<file path="src/rtl/sysmgr_mem_initiator.sv">
// Single-outstanding memory-stream initiator for system-manager registers.
// Serves a local command port and a built-in password-qualified processor release sequence.
module sysmgr_mem_initiator #(
    parameter int unsigned           ADDR_WIDTH = 8,
    parameter int unsigned           DATA_WIDTH = 32,
    parameter int unsigned           TIMEOUT    = 16,
    parameter logic [23:0]           PASSWORD   = 24'h1A2B3C,
    parameter logic [ADDR_WIDTH-1:0] CTRL_ADDR  = 8'h00
) (
    input  logic                    clk_i,
    input  logic                    rst_i,
    input  logic                    cmd_valid_i,
    output logic                    cmd_ready_o,
    input  logic                    cmd_we_i,
    input  logic [ADDR_WIDTH-1:0]   cmd_addr_i,
    input  logic [DATA_WIDTH-1:0]   cmd_wdata_i,
    input  logic [DATA_WIDTH/8-1:0] cmd_strb_i,
    output logic                    rsp_valid_o,
    output logic [DATA_WIDTH-1:0]   rsp_rdata_o,
    output logic                    rsp_err_o,
    input  logic                    rel_start_i,
    input  logic                    rel_value_i,
    output logic                    rel_busy_o,
    output logic                    rel_done_o,
    output logic                    rel_ok_o,
    output logic                    mem_req_o,
    input  logic                    mem_gnt_i,
    output logic [ADDR_WIDTH-1:0]   mem_addr_o,
    output logic [DATA_WIDTH-1:0]   mem_wdata_o,
    output logic [DATA_WIDTH/8-1:0] mem_strb_o,
    output logic                    mem_we_o,
    input  logic                    mem_rvalid_i,
    input  logic [DATA_WIDTH-1:0]   mem_rdata_i
);
    localparam int unsigned   CW      = $clog2(TIMEOUT) + 1;
    localparam logic [CW-1:0] TO_LAST = CW'(TIMEOUT - 1);

    typedef enum logic [3:0] {
        IDLE, REQ, WAIT, RSP, R_WR, R_WWAIT, R_RD, R_RWAIT, R_DONE
    } state_e;

    typedef struct packed {
        logic                    we;
        logic [ADDR_WIDTH-1:0]   addr;
        logic [DATA_WIDTH-1:0]   wdata;
        logic [DATA_WIDTH/8-1:0] strb;
    } mem_req_t;

    state_e          state_q, state_d;
    mem_req_t        req_q;
    logic [CW-1:0]   cnt_q, cnt_d;
    logic [DATA_WIDTH-1:0] rdata_q;
    logic            err_q, rel_val_q, rel_ok_q;
    logic            in_req, in_wait, tmo;

    assign in_req  = (state_q == REQ)  || (state_q == R_WR)    || (state_q == R_RD);
    assign in_wait = (state_q == WAIT) || (state_q == R_WWAIT) || (state_q == R_RWAIT);
    assign tmo     = (in_req || in_wait) && (cnt_q == TO_LAST);

    always_ff @(posedge clk_i) begin
        if (rst_i) begin
            state_q <= IDLE;
            cnt_q   <= '0;
        end else begin
            state_q <= state_d;
            cnt_q   <= cnt_d;
        end
    end

    // Awaited event wins over a timeout landing in the same cycle.
    always_comb begin
        state_d = state_q;
        unique case (state_q)
            IDLE:    if (rel_start_i) state_d = R_WR;
                     else if (cmd_valid_i) state_d = REQ;
            REQ:     if (mem_gnt_i) state_d = WAIT;    else if (tmo) state_d = RSP;
            WAIT:    if (mem_rvalid_i || tmo) state_d = RSP;
            RSP:     state_d = IDLE;
            R_WR:    if (mem_gnt_i) state_d = R_WWAIT; else if (tmo) state_d = R_DONE;
            R_WWAIT: if (mem_rvalid_i) state_d = R_RD; else if (tmo) state_d = R_DONE;
            R_RD:    if (mem_gnt_i) state_d = R_RWAIT; else if (tmo) state_d = R_DONE;
            R_RWAIT: if (mem_rvalid_i || tmo) state_d = R_DONE;
            R_DONE:  state_d = IDLE;
            default: state_d = IDLE;
        endcase
        cnt_d = '0;
        if ((state_d == state_q) && (in_req || in_wait)) cnt_d = cnt_q + 1'b1;
    end

    always_ff @(posedge clk_i) begin
        if (rst_i) begin
            req_q     <= '0;
            rdata_q   <= '0;
            err_q     <= 1'b0;
            rel_val_q <= 1'b0;
            rel_ok_q  <= 1'b0;
        end else begin
            unique case (state_q)
                IDLE: begin
                    if (rel_start_i) begin
                        req_q     <= '{we: 1'b1, addr: CTRL_ADDR, strb: '1,
                                       wdata: DATA_WIDTH'({PASSWORD, 7'd0, rel_value_i})};
                        rel_val_q <= rel_value_i;
                        rel_ok_q  <= 1'b0;
                    end else if (cmd_valid_i) begin
                        req_q <= '{we: cmd_we_i, addr: cmd_addr_i, strb: cmd_strb_i,
                                   wdata: cmd_wdata_i};
                        err_q <= 1'b0;
                    end
                end
                REQ:     if (!mem_gnt_i && tmo) err_q <= 1'b1;
                WAIT: begin
                    if (mem_rvalid_i) rdata_q <= mem_rdata_i;
                    else if (tmo)     err_q   <= 1'b1;
                end
                R_WWAIT: if (mem_rvalid_i) req_q.we <= 1'b0;
                default: ;
            endcase
            // Only a read-back that arrives in time and matches can make the sequence succeed.
            if ((state_d == R_DONE) && (state_q != R_DONE))
                rel_ok_q <= (state_q == R_RWAIT) && mem_rvalid_i && (mem_rdata_i[0] == rel_val_q);
        end
    end

    always_comb begin
        cmd_ready_o = (state_q == IDLE) && !rel_start_i && !rst_i;
        mem_req_o   = in_req;
        mem_we_o    = req_q.we;
        mem_addr_o  = req_q.addr;
        mem_wdata_o = req_q.wdata;
        mem_strb_o  = req_q.strb;
        rsp_valid_o = (state_q == RSP);
        rsp_err_o   = (state_q == RSP) && err_q;
        rsp_rdata_o = rdata_q;
        rel_busy_o  = (state_q == R_WR) || (state_q == R_WWAIT) || (state_q == R_RD) ||
                      (state_q == R_RWAIT) || (state_q == R_DONE);
        rel_done_o  = (state_q == R_DONE);
        rel_ok_o    = rel_ok_q;
    end
endmodule

</file>
<file path="config.mk">
export PLATFORM = sky130hd
export DESIGN_NAME = sysmgr_mem_initiator
export DESIGN_NICKNAME = d
export VERILOG_FILES = /design/src/rtl/sysmgr_mem_initiator.sv
export SDC_FILE = /design/constraint.sdc
export NUM_CORES = 1
export LEC_CHECK = 0
export BUFFER_PORTS_ARGS = -buffer_cell sky130_fd_sc_hd__clkbuf_2
export CORE_MARGIN = 1.5
export CORE_UTILIZATION = 25
export DETAILED_ROUTE_END_ITERATION = 6
export HOLD_SLACK_MARGIN = 0.06
export PLACE_DENSITY_LB_ADDON = 0.15
export SYNTH_ARGS = -nofsm -noshare
export SYNTH_HDL_FRONTEND = slang
export SYNTH_SLANG_ARGS = --single-unit
export TNS_END_PERCENT = 5
</file>
<file path="constraint.sdc">
create_clock -name clk_i -period 1.9 [get_ports clk_i]
set_input_delay 0.38 -clock clk_i [delete_from_list [all_inputs] [get_ports clk_i]]
set_output_delay 0.38 -clock clk_i [all_outputs]
set_load 0.02 [all_outputs]
</file>
==> impl_metrics.py <==
metrics = {
    "outcome": {
        "status": "finished clean",
    },
    "placed_design": {
        "dp_cells": 760,
        "buffer_ports.inserted": 167,
        "dpl_cell_area_mm2": 0.004766,
        "dp_hpwl_mm": 7.551,
        "globalplace.congestion": 0.7929,
    },
    "sta": {
        "setup-violations-final": 0,
        "clock.fmax_mhz": 527.6,
        "finalMaxSlewViolations": 0,
        "transition_time_at_the_pin_with_the_least_slew_margin_ps": 484.9,
        "fin_crit_share_pct": 99.76,
        "finalHoldViolCount": 0,
        "setup_tns_ps": 0,
        "worst_hold_slack_across_all_endpoints_ps": 252.0,
        "relSlewSlack_pct": 67.40,
        "fin_skew_ps": 7.458,
        "rsz0062_at_grt": "true",
        "finalCriticalPeriod_ps": 1895,
    },
    "synth": {
        "ys_dominant_reg_cell": "sky130_fd_sc_hd__dfxtp_1",
        "number_of_different_library_cells_in_the_post_synthesis_netlist": 49,
        "ys_warn_count": 0,
        "synth.top_cell.area_share_pct": 49.27,
        "count_of_flip_flops_with_a_built_in_enable_after_synthesis": 0,
        "synth_area_leader_cell": "sky130_fd_sc_hd__dfxtp_1",
        "share_of_synthesized_area_occupied_by_flip_flops_and_latches_pct": 49.27,
        "netlist_instances": 423,
        "fraction_of_synthesis_flops_using_an_asynchronous_set_or_reset_pin_pct": 0,
        "syn-num-nets": 509,
        "synthesized_cell_area_mm2": 0.003616,
        "postSynthRegisterBits": 89,
        "postSynthAreaPerCell_um2": 8.548,
        "yosys-top-cells-area": "sky130_fd_sc_hd__dfxtp_1, sky130_fd_sc_hd__nand2_1, sky130_fd_sc_hd__nor2_1",
    },
    "power_and_ir_drop": {
        "internal-power_mw": 3.841,
        "seq_power_share_pct": 38.6,
        "peakVddDrop_mv": 0.6754,
        "clock_power_share_pct": 38.8,
        "leakagePower_nw": 2.244,
        "combPwrFrac_pct": 22.7,
        "power.share.switching_pct": 29.08,
        "finalPower_mw": 5.416,
        "cellPowerDensity_mw_per_mm2": 1048,
        "p_switching_mw": 1.575,
    },
    "worst_setup_path": {
        "crit_family": "simple AND/OR/NAND/NOR gates",
        "timing.critical_path.buf_inv": 2,
        "start_kind": "register",
        "timing.critical_path.to_type": "primary output",
        "worst_path_largest_cell_delay_ps": 340,
        "timing.critical_path.arrival_ps": 1520,
        "worst_ep_required_time_ps": 1520,
        "worst-path-max-fanout": 17,
        "worst_path_max_delay_cell": "sky130_fd_sc_hd__dfxtp_1",
        "crit_path_cell_trace": "buf_4, nor4_2, nand2b_1, clkbuf_2",
        "critical_path_class": "register to primary output",
    },
    "floorplanning": {
        "rows": 43,
        "die_x_um": 123.3,
        "initial_utilization_pct": 25.85,
        "fp.coreArea_mm2": 0.01399,
        "design.portCount": 168,
        "die-height_um": 123.3,
        "die-area_mm2": 0.01519,
    },
    "route": {
        "initialDrtViolationCount": 165,
        "post_drt_wl_per_cell_um": 13.70,
        "routed-wl-met3_um": 988,
        "wl_met2_mm": 4.495,
        "wirelength_mm": 10.65,
        "detail_route.first_pass.iterations": 4,
        "route.layer.met1.wl_mm": 5.017,
        "routed_via_density": 4.636,
        "route.top_layer_used": "met4",
        "routed-via-count": 3602,
        "drtAntennaViolNets": 0,
        "route.detailed.drc": 0,
    },
    "clock_network": {
        "cts-buffers-inserted": 9,
        "htree_levels": 3,
        "clockRootBuffer": "sky130_fd_sc_hd__clkbuf_16",
        "clk_path_buf_depth": 2,
        "tritoncts_clock_tree": "built",
        "clock_insertion_delay_worst_skew_ps": 350,
        "ctsHoldBuffers": 0,
        "clk_pin_slew_ps": 70,
        "clock-sinks": 89,
    },
    "global_routing": {
        "first_global_vias": 3400,
        "pin_count_of_the_biggest_net_entering_global_routing": 42,
        "antenna_found_initial": 0,
        "global_route_wire_length_before_repair_mm": 16.82,
        "grt.total_usage_pct": 14.26,
        "grt_overflow": 0,
    },
    "cells_and_area": {
        "final_cell_area_mm2": 0.005169,
        "mostFrequentLayoutCell": "sky130_fd_sc_hd__clkbuf_2",
        "design.final.nets": 678,
        "number_of_filler_instances_in_the_final_layout": 1469,
        "layout_cell_share_with_drive_strength_beyond_1_pct": 39.53,
        "layout_common_cells": "sky130_fd_sc_hd__clkbuf_2, sky130_fd_sc_hd__dfxtp_1, sky130_fd_sc_hd__nand2_1, sky130_fd_sc_hd__nor2_1, sky130_fd_sc_hd__a21oi_1",
        "num_antenna_cells": 0,
        "area_growth_syn_to_layout_pct": 42.94,
        "fin_cells": 777,
    },
    "hold_path": {
        "timing.hold.worst.class": "input pin to register",
    },
    "job": {
        "cap_violations": 0,
    },
}
-- power groups by stage --
stage               sequential [mW]  combinational, mW  clock (mW)
floorplan                      2.27              0.616           0
global route                   2.11               1.35        2.27
global placement               2.13               1.20           0
finish                         2.09               1.23        2.10
detailed placement             2.13               1.21           0
CTS                            2.09               1.24        2.16
-- sequential cells by signal, summed over array words and instances, names as in the netlist --
signal / count
mem_we_o: 1
rsp_rdata_o: 32
mem_strb_o: 4
mem_addr_o: 8
rel_ok_o: 1
err_q: 1
mem_wdata_o: 32
rel_val_q: 1
cnt_q: 5
state_q: 4
-- stage by stage --
step / setup slack (ps) / util (%)
finish: 4.591 / 36.95
global route: -146.9 / 36.95
CTS: -40.42 / 36.81
detailed placement: -34.06 / 34.07
global placement: -12.14 / 34.07
floorplan: -38.48 / -
-- cells by family (layout without fill, tap and decap cells) --
kind of cell / after synthesis / count (layout) / share of synthesized area [%]
AND/OR/NAND/NOR: 186 / 186 / 24.22
buffers and inverters: 39 / 213 / 5.190
flip-flops: 89 / 89 / 49.27
multiplexers: 1 / 1 / 0.2768
adder cells (fa/ha/maj): 2 / 2 / 0.6919
AO/OA/AOI/OAI: 103 / 103 / 19.62
XOR/XNOR: 3 / 3 / 0.7268
-- layer usage --
metal,track usage [%],up-vias
met2,20.69,142
met5,0,-
met1,18.56,1641
li1,-,1810
met3,6.780,9
met4,4.670,0
-- layout make-up --
type | count | area [um2] | share of cell area (%)
multi-input cells | 295 | 1714 | 33.16
well taps | 180 | 225.2 | 4.357
inverters | 3 | 11.26 | 0.2179
clock inverters | 6 | 112.6 | 2.179
flip-flops and latches | 89 | 1784 | 34.52
clock buffers | 10 | 239.0 | 4.624
repair buffers | 194 | 1082 | 20.94
-- tightest hold or removal path, delay by kind of cell --
family / cells / cell delay (ps)
AO/OA/AOI/OAI: 1 / 50
buffers and inverters: 1 / 80
AND/OR/NAND/NOR: 1 / 40
-- Yosys cell counts, types with 3 or more instances --
library cell,number
sky130_fd_sc_hd__buf_2,12
sky130_fd_sc_hd__o22ai_2,7
sky130_fd_sc_hd__inv_1,3
sky130_fd_sc_hd__nor3b_1,4
sky130_fd_sc_hd__a32oi_1,3
sky130_fd_sc_hd__nor3_1,3
sky130_fd_sc_hd__buf_4,3
sky130_fd_sc_hd__o21ai_0,6
sky130_fd_sc_hd__a21oi_1,37
sky130_fd_sc_hd__nand3_1,6
sky130_fd_sc_hd__and3_1,4
sky130_fd_sc_hd__a22oi_1,28
sky130_fd_sc_hd__nand3b_1,3
sky130_fd_sc_hd__nor4_1,9
sky130_fd_sc_hd__and3b_1,3
sky130_fd_sc_hd__a211oi_1,4
sky130_fd_sc_hd__nor2b_1,7
sky130_fd_sc_hd__dfxtp_1,89
sky130_fd_sc_hd__o22ai_1,7
sky130_fd_sc_hd__clkbuf_1,18
sky130_fd_sc_hd__nand2_1,69
sky130_fd_sc_hd__nor2_1,58
sky130_fd_sc_hd__nand2b_1,8
-- final timing paths --
| kind | depth (start not counted) | end | start | slack [ps] |
|---|---|---|---|---|
| worst max register to register | 7 | cnt_q[2] | cnt_q[0] | 40 |
| worst min register to register | 2 | rsp_rdata_o[1] | rsp_rdata_o[1] | 450 |
| worst max-delay path | 4 | rel_busy_o | state_q[2] | 5 |
| worst min-delay path | 3 | rsp_rdata_o[11] | mem_rdata_i[11] | 250 |
-- timing repair --
action,CTS,global route
endpoints found under the setup margin,11,20
pin swaps,2,0
gates resized for setup,8,6
setup buffers,1,0
Note: power is estimated with default switching activity, not from simulation.
